### src/rtl/lsu_pkg.sv
// Shared funct3 encodings and FSM state type for the memory-stage load/store unit.
package lsu_pkg;

  localparam logic [2:0] F3_LB  = 3'b000;
  localparam logic [2:0] F3_LH  = 3'b001;
  localparam logic [2:0] F3_LW  = 3'b010;
  localparam logic [2:0] F3_LBU = 3'b100;
  localparam logic [2:0] F3_LHU = 3'b101;
  localparam logic [2:0] F3_SB  = 3'b000;
  localparam logic [2:0] F3_SH  = 3'b001;
  localparam logic [2:0] F3_SW  = 3'b010;

  typedef enum logic [1:0] {
    IDLE,
    WAIT_GNT,
    WAIT_DATA,
    DONE
  } lsu_state_e;

endpackage

### src/rtl/lsu_align.sv
// Byte-lane steering for stores, access legality checks, and load extraction/extension.
module lsu_align
  import lsu_pkg::*;
(
  input  logic [1:0]  addr_lo,
  input  logic [2:0]  funct3,
  input  logic        is_store,
  input  logic [31:0] store_data,
  input  logic [31:0] load_word,
  output logic [3:0]  be,
  output logic [31:0] wdata,
  output logic        bad_access,
  output logic [31:0] load_data
);

  logic [7:0]  lane_byte;
  logic [15:0] lane_half;

  always_comb begin
    // NOTE: every output gets a default before the case, so no path leaves a latch behind.
    be         = 4'b1111;
    wdata      = store_data;
    bad_access = 1'b0;
    if (is_store) begin
      case (funct3)
        F3_SB: begin
          be    = 4'b0001 << addr_lo;
          wdata = {4{store_data[7:0]}};
        end
        F3_SH: begin
          be         = 4'b0011 << {addr_lo[1], 1'b0};
          wdata      = {2{store_data[15:0]}};
          bad_access = addr_lo[0];
        end
        F3_SW:   bad_access = |addr_lo;
        default: bad_access = 1'b1;
      endcase
    end else begin
      case (funct3)
        F3_LB, F3_LBU: bad_access = 1'b0;
        F3_LH, F3_LHU: bad_access = addr_lo[0];
        F3_LW:         bad_access = |addr_lo;
        default:       bad_access = 1'b1;
      endcase
    end
  end

  always_comb begin
    lane_byte = load_word[{addr_lo, 3'b000} +: 8];
    lane_half = addr_lo[1] ? load_word[31:16] : load_word[15:0];
    case (funct3)
      F3_LB:   load_data = {{24{lane_byte[7]}}, lane_byte};
      F3_LBU:  load_data = {24'h0, lane_byte};
      F3_LH:   load_data = {{16{lane_half[15]}}, lane_half};
      F3_LHU:  load_data = {16'h0, lane_half};
      default: load_data = load_word;
    endcase
  end

endmodule

### src/rtl/load_store_unit.sv
// MEM-stage data-memory interface: issues req/gnt/rvalid transactions and stalls the
// upstream pipeline until each access completes. Datapath outputs are combinational.
module load_store_unit
  import lsu_pkg::*;
#(
  parameter int AWIDTH = 32,
  parameter int DWIDTH = 32
) (
  input  logic              clk,
  input  logic              reset,
  input  logic              m_memren,
  input  logic              m_memwren,
  input  logic [AWIDTH-1:0] m_alu_res,
  input  logic [DWIDTH-1:0] m_rs2data,
  input  logic [2:0]        m_funct3,
  input  logic              pipe_hold,
  output logic              dmem_req,
  output logic              dmem_we,
  output logic [AWIDTH-1:0] dmem_addr,
  output logic [DWIDTH-1:0] dmem_wdata,
  output logic [3:0]        dmem_be,
  input  logic              dmem_gnt,
  input  logic              dmem_rvalid,
  input  logic [DWIDTH-1:0] dmem_rdata,
  output logic [DWIDTH-1:0] m_mem_data,
  output logic              lsu_stall,
  output logic              misalign_exc
);

  lsu_state_e        state;
  logic [DWIDTH-1:0] rdata_q;
  logic [DWIDTH-1:0] load_data;
  logic              access;
  logic              bad_access;
  logic              start;
  logic              req_phase;

  lsu_align u_align (
    .addr_lo    (m_alu_res[1:0]),
    .funct3     (m_funct3),
    .is_store   (m_memwren),
    .store_data (m_rs2data),
    .load_word  (dmem_rdata),
    .be         (dmem_be),
    .wdata      (dmem_wdata),
    .bad_access (bad_access),
    .load_data  (load_data)
  );

  assign access    = m_memren | m_memwren;
  assign start     = (state == IDLE) && access && !bad_access;
  // EX/MEM is frozen while stalled, so address/data stay stable through WAIT_GNT.
  assign req_phase = start || (state == WAIT_GNT);

  assign dmem_req     = !reset && req_phase;
  assign dmem_we      = m_memwren;
  assign dmem_addr    = {m_alu_res[AWIDTH-1:2], 2'b00};
  assign lsu_stall    = !reset && (req_phase || (state == WAIT_DATA));
  assign misalign_exc = !reset && (state == IDLE) && access && bad_access;
  assign m_mem_data   = (!reset && (state == DONE)) ? rdata_q : '0;

  // NOTE: sequential state uses non-blocking assignments so every register samples pre-edge values.
  always_ff @(posedge clk) begin
    if (reset) begin
      state   <= IDLE;
      rdata_q <= '0;
    end else begin
      case (state)
        IDLE, WAIT_GNT: begin
          if (req_phase) begin
            if (!dmem_gnt) begin
              state <= WAIT_GNT;
            end else if (m_memwren) begin
              state   <= DONE;
              rdata_q <= '0;
            end else begin
              state <= WAIT_DATA;
            end
          end
        end
        WAIT_DATA: begin
          if (dmem_rvalid) begin
            rdata_q <= load_data;
            state   <= DONE;
          end
        end
        DONE: begin
          if (!pipe_hold) state <= IDLE;
        end
        default: state <= IDLE;
      endcase
    end
  end

endmodule
### config.mk
export PLATFORM = sky130hd
export DESIGN_NAME = load_store_unit
export DESIGN_NICKNAME = d
export VERILOG_FILES = /design/src/rtl/lsu_pkg.sv /design/src/rtl/lsu_align.sv /design/src/rtl/load_store_unit.sv
export SDC_FILE = /design/constraint.sdc
export NUM_CORES = 1
export LEC_CHECK = 0
export CORE_UTILIZATION = 40
export DETAILED_ROUTE_END_ITERATION = 8
export GPL_ROUTABILITY_DRIVEN = 0
export PLACE_DENSITY = 0.88
export SYNTH_ARGS = -nofsm -noshare
export SYNTH_HDL_FRONTEND = slang
export SYNTH_SLANG_ARGS = --single-unit
### constraint.sdc
create_clock -name clk -period 3.7 [get_ports clk]
set_input_delay 0.555 -clock clk [delete_from_list [all_inputs] [get_ports clk]]
set_output_delay 0.555 -clock clk [all_outputs]
set_load 0.05 [all_outputs]
# Yosys cells after proc, flatten, opt, wreduce, memory -nomap -nowiden
# Cells that the tools add are included.
# classes
n_lt_le_gt_ge	0
mul	0
bitwise	1
reduce_logical	21
mux	21
addsub	0
div	0
shifts	3
eq_ne	12
# op_table
op	n
$mux W32	6
$pmux W32 S2	2
$pmux W32 S4	1
$shiftx A32 B6 Y8	1
$mux W16	1
$ne A2 B2 Y1 const B	5
$logic_and A1 B1 Y1	8
$mux W2	4
$pmux W4 S2	1
$reduce_or A2 Y1	4
$eq A3 B3 Y1 const B	2
$pmux W1 S3	2
$pmux W2 S3	1
$reduce_and A5 Y1	1
$eq A2 B2 Y1 const B	2
$mux W4	1
$shl A1 B2 Y4 const A	1
$shl A2 B2 Y4 const A	1
$eq A3 B1 Y1 const B	1
$eq A3 B2 Y1 const B	1
$logic_not A3 Y1	1
$reduce_and A3 Y1	1
$eq A2 B1 Y1 const B	1
$logic_not A1 Y1	2
5 further kinds	7
# word_totals
n_memories	0
romBits	0
inputBits	106
out_inout_bits	104
ram_bits	0
latch_bits	0
reg_bits	34

# Depth between registers and ports, before layout
# Gate-level depths: netlist (run 1).
# depth
ltp_word	9
ltp_mapped	6
ltp_nobuf	4

# Cells and area by module
# From an unflattened synthesis (run 1), not the netlist that was laid out.
# hier_totals
hier_cells	413
area_unflattened_um2	3184.3
# by_module_without_submodules
module	cells_each	instances	area_per_inst_um2
load_store_unit	232	1	2042.0
lsu_align	181	1	1142.3

# Worst setup path before layout (run 1)
# OpenSTA, ideal clock, no wires.
# synth_path
kind	input-to-output
startpoint	in m_funct3[0]
endpoint	out dmem_be[1]
path_stages	5
arrival_ns	2.501
required_ns	3.145
path_slack_ns	0.644
cell_sequence	buf_4 -> buf_2 -> clkbuf_1 -> nor2_1 -> o21ai_0
# synth_between
elab_chain_len	3
word_cells_on_any_way	4
# synth_lines
element	line	text
start, declared	load_store_unit.sv:15	input logic [2:0] m_funct3,
$eq A3 B1 Y1 or $logic_not A3 Y1 (tied branches)	lsu_align.sv:25	case (funct3)
$pmux W4 S2 (*)	lsu_align.sv:25	
$mux W4 (*)	lsu_align.sv:24	if (is_store) begin
end, declared	load_store_unit.sv:21	output logic [3:0] dmem_be,
# Mark *: on every way between the ends. The rest lies on a longest branch, timed or not.

# Final worst setup path (run 1)
# layout_path
startpoint	in m_funct3[2]
endpoint	out lsu_stall
# layout_between
elab_chain_len	9
word_cells_on_any_way	15
# layout_lines
element	line	text
$eq A3 B1 Y1, or another cell as far along	lsu_align.sv:25, lsu_align.sv:39	
$reduce_or A2 Y1	lsu_align.sv:39	case (funct3)
$pmux W1 S3	lsu_align.sv:39	
$mux W1 (*)	lsu_align.sv:24	
$logic_not A1 Y1 (*)	load_store_unit.sv:51	assign start = (state == IDLE) && access && !bad_access;
$logic_and A1 B1 Y1 (*)	load_store_unit.sv:51	
$logic_or A1 B1 Y1 (*)	load_store_unit.sv:53	assign req_phase = start || (state == WAIT_GNT);
$logic_or A1 B1 Y1 (*)	load_store_unit.sv:58	assign lsu_stall = !reset && (req_phase || (state == WAIT_DATA));
$logic_and A1 B1 Y1 (*)	load_store_unit.sv:58	
end, declared	load_store_unit.sv:26	output logic lsu_stall,
# Marks and branches as above.

==> reports/results.md, run 1 <==
| Group | Result | Value |
|---|---|---|
| setup path | Crit end category | primary output |
| route | WL/cell | 17.9 µm |
| layout | Synthesis-to-finish area growth | 52.2% |
| cts | Number of gates resized after CTS | 0 |
| route | Routed Wire Length | 10.4 mm |
| synthesis | Count of warnings emitted by yosys | 0 |
| setup path | Stage delay of the slowest cell on the critical path | 0.65 ns |
| place | Placed cell count | 570 |
| cts | Cell at the root of the clock tree | sky130_fd_sc_hd__clkbuf_8 |
| setup path | Startpoint Class | primary input |
| global route | Maximum number of pins on one net before global-route repair | 36 |
| pwr | Power per unit of standard cell area | 245 nW/µm² |
| sta | Hold Fails Final Rpt | 0 |
| setup path | FF-to-FF path depth | 5 |
| pwr | Standby leakage power | 0.00201 µW |
| global route | Global-route wire length before repair | 16.0 mm |
| synthesis | Leading cell types by total area after synthesis | sky130_fd_sc_hd__dfxtp_1 21%, sky130_fd_sc_hd__buf_4 11%, sky130_fd_sc_hd__mux2i_1 9.5% |
| synthesis | Synth Register Bits | 34 |
| sta | Final Setup Violations | 0 |
| route | Count of TritonRoute iterations in the first routing pass | 5 |
| synthesis | Number of distinct standard cells referenced by the synthesized netlist | 47 |
| layout | Commonest cells after routing, fill and taps aside | 84 x sky130_fd_sc_hd__clkdlybuf4s50_1, 42 x sky130_fd_sc_hd__buf_12, 34 x sky130_fd_sc_hd__dfxtp_1 |
| route | Via-per-instance ratio | 5.63 |
| die | Placeable core region | 7690 µm² |
| synthesis | Netlist area before placement | 3170 µm² |
| die | I/O pin total | 210 |
| route | Number of DRC markers after the initial detailed-route iteration | 389 |
| layout | # nets final | 581 |
| layout | Diodes inserted | 0 |
| setup path | Critical path data arrival time | 2.56 ns |
| setup path | Crit path cell chain | clkdlybuf4s50_1 > or4_1 > nand2_1 > a211oi_1 > a211oi_1 > buf_12 |
| cts | Clock edge transition at the registers on the reported setup and hold paths | 0.06 ns |
| die | Full die area | 8280 µm² |
| setup path | End of the worst register-to-register path | rdata_q[28] |
| layout | Fraction of layout cells with a size suffix above 1 | 0.237 |
| global route | Global routing usage summed across all routing layers | 0.243 |
| global route | Number of global-route vias before repair | 3,035 |
| synthesis | Most frequently used flop master after synthesis | sky130_fd_sc_hd__dfxtp_1 |
| synthesis | Sequential share of the synthesized area | 0.215 |
| sta | Peak clock frequency supported by timing | 321 MHz |
| cts | Hold buffer count at cts | 0 |
| sta | Pin slew with the least headroom to its limit | 0.675 ns |
| die | Die extent in x | 91.0 µm |
| layout | Fin cells | 578 |
| cts | Number of clock sinks | 34 |
| synthesis | Largest area contributor in the synthesized netlist | sky130_fd_sc_hd__dfxtp_1 |
| synthesis | Number of enable-type register cells in the synthesized netlist | 0 |
| cts | Number of buffers created by CTS | 5 |
| flow run | Number of max-cap violations | 0 |
| cts | Post-CTS Setup Inserts | 0 |
| global route | GRT Residual Overflow | 0 |
| sta | Final period util | 0.841 |
| die | Die Y | 91.0 µm |
| sta | Final clock skew | 0.00684 ns |
| synthesis | Proportion of register bits with asynchronous set or reset after synthesis | 0 |
| die | Initial cell density of the core | 0.412 |
| layout | Fill cells | 644 |
| setup path | Critical path fanouts, max | 7 |
| route | DRC violations left | 0 |
| place | Number of buffers added on ports | 147 |
| sta | Setup repair after global routing missed its margin | false |
| die | Cell row count | 32 |
| run status | Status | complete, no violations |
| setup path | FF-to-FF Start | state[0] |
| pwr | Peak VDD IR | 0.166 mV |
| setup path | Data required, critical path | 3.14 ns |
| global route | Antenna violations before repair | 0 |
| setup path | Worst reg2reg setup slack | 1.60 ns |
| cts | CTS tree | built |
| cts | CTS max path bufs | 2 |
| min path | Hold_sp | rdata_q[15] |
| min path | End of the worst hold path | rdata_q[15] |
| sta | Max transition margin | 0.548 |
| min path | Worst hold path type | reg2reg |
| route | Total via count after detailed routing | 3,252 |
| synthesis | Count of mapped cells out of synthesis | 382 |
| layout | Leading cell type in the layout, fill and taps excluded | sky130_fd_sc_hd__clkdlybuf4s50_1 |
| sta | Sum of negative setup slack | 0 ns |
| place | HPWL after DPL | 8.17 mm |
| setup path | Worst setup path category | in2out |
| sta | Clock period minus worst slack | 3.11 ns |
| setup path | Top delay family on crit path | simple AND/OR/NAND/NOR gates |
| cts | Depth of the CTS H-tree | 2 |
| cts | Clock latency of the later-clocked register in the worst-skew pair | 0.29 ns |
| sta | Final count of pins violating max slew | 0 |
| setup path | Max stage delay cell, worst path | sky130_fd_sc_hd__or4_1 |
| route | Post-route ant nets | 0 |
| synthesis | Area fraction of the dominant cell type after synthesis | 0.215 |
| synthesis | Synthesized area divided by synthesized cell count | 8.29 µm² |
| min path | Hold Path Depth | 1 |
| setup path | Most frequent CP cell | sky130_fd_sc_hd__a211oi_1 |
| setup path | Sum of buffers and inverters on the critical path | 2 |
-- cells in the mapped netlist, drive strengths merged, types with 2 or more instances --
master and count:
a211o 16, a211oi 6, a21o 7, a21oi 32, a221o 2, a221oi 5, a22o 2, a32o 4
and3 32, buf 58, clkbuf 16, dfxtp 34, inv 13, mux2 20, mux2i 30, mux4 4
nand2 11, nand2b 29, nand3 2, nor2 19, nor2b 4, nor3 3, o211ai 3, o21ai 8
o22ai 5, o32a 2
-- how the worst max path moves through the flow --
| stage | from | end | slack, ns | cells past startpoint |
|---|---|---|---|---|
| 6_report | m_funct3[2] | lsu_stall | 0.59 | 6 |
| 5_1_grt | m_funct3[2] | lsu_stall | 0.54 | 6 |
| 4_1_cts | m_funct3[2] | lsu_stall | 0.63 | 6 |
| 3_5_place_dp | m_funct3[2] | lsu_stall | 0.63 | 6 |
| 3_3_place_gp | m_funct3[2] | lsu_stall | 0.66 | 6 |
| 2_1_floorplan | m_funct3[0] | dmem_be[1] | 0.64 | 5 |
-- power breakdown --
group / leakage [µW] / switching (µW) / internal, µW / total, µW
clock network: 0.0000482 / 137 / 150 / 288
logic: 0.00168 / 284 / 221 / 504
registers: 0.000275 / 11.0 / 376 / 387
-- layer usage --
metal / GRT usage / routed length (µm)
met5: 0 / 0
met4: 0.0873 / 244
met3: 0.0494 / 816
met2: 0.382 / 4850
met1: 0.328 / 4460
-- area by class of cell --
type | count | area (µm²) | area share
Tap cell | 102 | 128 | 0.0265
Timing Repair Buffer | 159 | 1930 | 0.400
Inverter | 13 | 48.8 | 0.0101
Clock inverter | 1 | 5.00 | 0.00104
Clock buffer | 7 | 86.3 | 0.0179
Sequential cell | 34 | 681 | 0.141
Multi-Input combinational cell | 262 | 1940 | 0.403
-- through the flow --
stage               power (µW)  instance area, µm²  utilization  setup WS [ns]  hold slack (ns)
floorplan                  789                3170            -          0.644            0.418
global placement           882                4730        0.615          0.662            0.427
detailed placement         893                4730        0.615          0.633            0.436
CTS                       1180                4820        0.627          0.625            0.452
global route              1220                4820        0.627          0.539            0.466
finish                    1180                4820        0.627          0.589            0.446
-- registers in the layout, summed over array words and instances, names as in the netlist --
signal   flops
state        2
rdata_q     32
-- cell families after synthesis --
logic type	Yosys count	synth area share
muxes	54	0.194
AOI/OAI and AO/OA	98	0.220
buffers and inverters	87	0.173
and+or+nand+nor	108	0.197
DFF	34	0.215
other	1	0.00118
Note: power is estimated with default switching activity, not from simulation.
==> run 2: changes to the inputs <==
Settings changed: CORE_UTILIZATION 40 to 37, PLACE_DENSITY 0.88 to 0.83.
Clock period 3.7 ns to 3.15 ns, I/O delays scaled along.
==> run 2 against run 1 <==
Effect of this change: via count down 2.2%; routed wire length decreased by 2.5%; total power is 22% higher; critical endpoint is now dmem_wdata[12].
==> reports/results.md, run 2 (synthesized netlist as in run 1, its figures left out) <==
| Group | Result | Value | vs previous |
|---|---|---|---|
| global route | Global-route wire length before repair | 15.2 mm | -4.4% |
| sta | Peak clock frequency supported by timing | 346 MHz |  |
| layout | Top flop regs | rdata_q: 32 flops, state: 2 flops |  |
| run status | Status | complete, no violations |  |
| route | WL/cell | 17.4 µm | -3.0% |
| global route | Global routing usage summed across all routing layers | 0.219 | -0.0234 |
| min path | Hold_sp | rdata_q[12] |  |
| place | Number of buffers added on ports | 147 | unchanged |
| sta | Clock period minus worst slack | 2.89 ns |  |
| min path | Worst hold path type | reg2reg |  |
| die | Cell row count | 33 | +3.1% |
| global route | Number of global-route vias before repair | 3,006 | -0.96% |
| route | Post-route ant nets | 0 | unchanged |
| setup path | Critical path fanouts, max | 9 | +2 |
| route | DRC violations left | 0 | unchanged |
| global route | GRT Residual Overflow | 0 | unchanged |
| cts | Number of clock sinks | 34 | unchanged |
| cts | Number of buffers created by CTS | 5 | unchanged |
| route | Via-per-instance ratio | 5.47 | -2.7% |
| pwr | Power per unit of standard cell area | 297 nW/µm² | +21% |
| global route | Maximum number of pins on one net before global-route repair | 37 | +2.8% |
| cts | Hold buffer count at cts | 0 | unchanged |
| setup path | Worst setup path category | in2out |  |
| setup path | Start point of the critical path | m_funct3[0] |  |
| sta | Setup repair after global routing missed its margin | false |  |
| route | Count of TritonRoute iterations in the first routing pass | 4 | -1 |
| setup path | Crit end category | primary output |  |
| die | Full die area | 8940 µm² | +7.9% |
| layout | Number of flip-flops in the largest register | 32 | unchanged |
| layout | Register name with the most flops | rdata_q |  |
| setup path | Critical path data arrival time | 2.42 ns | -0.14 ns |
| sta | Max transition margin | 0.329 | -0.219 |
| die | Die extent in x | 94.5 µm | +3.9% |
| die | Initial cell density of the core | 0.384 | -0.0285 |
| layout | Sequential cell area | 681 µm² | unchanged |
| cts | CTS tree | built |  |
| sta | Sum of negative setup slack | 0 ns | unchanged |
| layout | Diodes inserted | 0 | unchanged |
| layout | # nets final | 581 | unchanged |
| layout | Post-route core utilization | 0.586 | -0.0408 |
| setup path | Data required, critical path | 2.68 ns | -0.46 ns |
| cts | Post-CTS Setup Inserts | 0 | unchanged |
| die | Placeable core region | 8260 µm² | +7.4% |
| pwr | Standby leakage power | 0.00202 µW | +0.50% |
| setup path | FF-to-FF Start | state[0] |  |
| route | Number of DRC markers after the initial detailed-route iteration | 267 | -31% |
| layout | Leading cell type in the layout, fill and taps excluded | sky130_fd_sc_hd__clkdlybuf4s50_1 |  |
| place | HPWL after DPL | 7.94 mm | -2.9% |
| cts | Clock edge transition at the registers on the reported setup and hold paths | 0.07 ns | about the same |
| sta | Final count of pins violating max slew | 0 | unchanged |
| flow run | Number of max-cap violations | 0 | unchanged |
| layout | Synthesis-to-finish area growth | 52.8% |  |
| cts | Cell at the root of the clock tree | sky130_fd_sc_hd__clkbuf_8 |  |
| route | Routed Wire Length | 10.1 mm | -2.5% |
| die | I/O pin total | 210 | unchanged |
| route | Total via count after detailed routing | 3,179 | -2.2% |
| setup path | Startpoint Class | primary input |  |
| cts | CTS max path bufs | 2 | unchanged |
| sta | Hold Fails Final Rpt | 0 | unchanged |
| sta | Final Setup Violations | 0 | unchanged |
| layout | Combined area of the multi-input logic cells | 1940 µm² | unchanged |
| sta | Final clock skew | 0.00881 ns | +0.00197 ns |
| sta | Pin slew with the least headroom to its limit | 1.00 ns | +0.327 ns |
| cts | Depth of the CTS H-tree | 2 | unchanged |
| cts | Clock latency of the later-clocked register in the worst-skew pair | 0.29 ns | about the same |
| pwr | Peak VDD IR | 0.184 mV | +11% |
| die | Die Y | 94.5 µm | +3.9% |
| sta | Worst hold margin | 0.447 ns | +0.000783 ns |
| cts | Number of gates resized after CTS | 0 | unchanged |
| global route | Antenna violations before repair | 0 | unchanged |
| layout | Fraction of layout cells with a size suffix above 1 | 0.239 | +0.00210 |
| layout | Fill cells | 719 | +12% |
| sta | Final period util | 0.918 |  |
| layout | Commonest cells after routing, fill and taps aside | 84 x sky130_fd_sc_hd__clkdlybuf4s50_1, 42 x sky130_fd_sc_hd__buf_12, 34 x sky130_fd_sc_hd__dfxtp_1 |  |
-- run 2: power breakdown --
part           switching (µW)  internal [µW]  total, µW
Combinational             330            259        589
Clock                     162            233        394
Sequential               11.7            442        454
-- run 2: layout make-up --
cell class | instances | area share
flip-flops and latches | 34 | 0.141
clock buffers | 5 | 0.0142
repair buffers | 159 | 0.398
clock inverters | 3 | 0.00827
multi-input cells | 262 | 0.401
inverters | 13 | 0.0101
well taps | 105 | 0.0271
-- run 2: final timing paths --
path	end	slack, ns	cells past startpoint
worst max-delay path	dmem_wdata[12]	0.26	5
worst min-delay path	rdata_q[12]	0.45	1
worst max register to register	rdata_q[11]	0.95	5
worst min register to register	rdata_q[12]	0.45	1
-- run 2: critical path, cell delays in order --
cell and delay, ns:
sky130_fd_sc_hd__clkdlybuf4s50_1 0.51, sky130_fd_sc_hd__buf_4 0.24, sky130_fd_sc_hd__nor4b_4 0.60, sky130_fd_sc_hd__mux2_2 0.41, sky130_fd_sc_hd__buf_4 0.19
-- run 2: stage by stage --
step	setup WS (ns)	area (µm²)	total power [µW]	std cells
after floorplan	0.259	3170	927	383
after global placement	0.327	4730	1040	573
after detailed placement	0.246	4730	1050	573
after CTS	0.239	4840	1440	581
after global routing	0.179	4840	1500	581
final	0.259	4840	1440	581
-- run 2: per-layer routing --
metal | wire, µm | part of all wire | track usage
met3 | 721 | 0.071 | 0.0515
met1 | 4270 | 0.42 | 0.292
met4 | 269 | 0.027 | 0.0896
met2 | 4850 | 0.48 | 0.339
met5 | 0 | 0 | 0
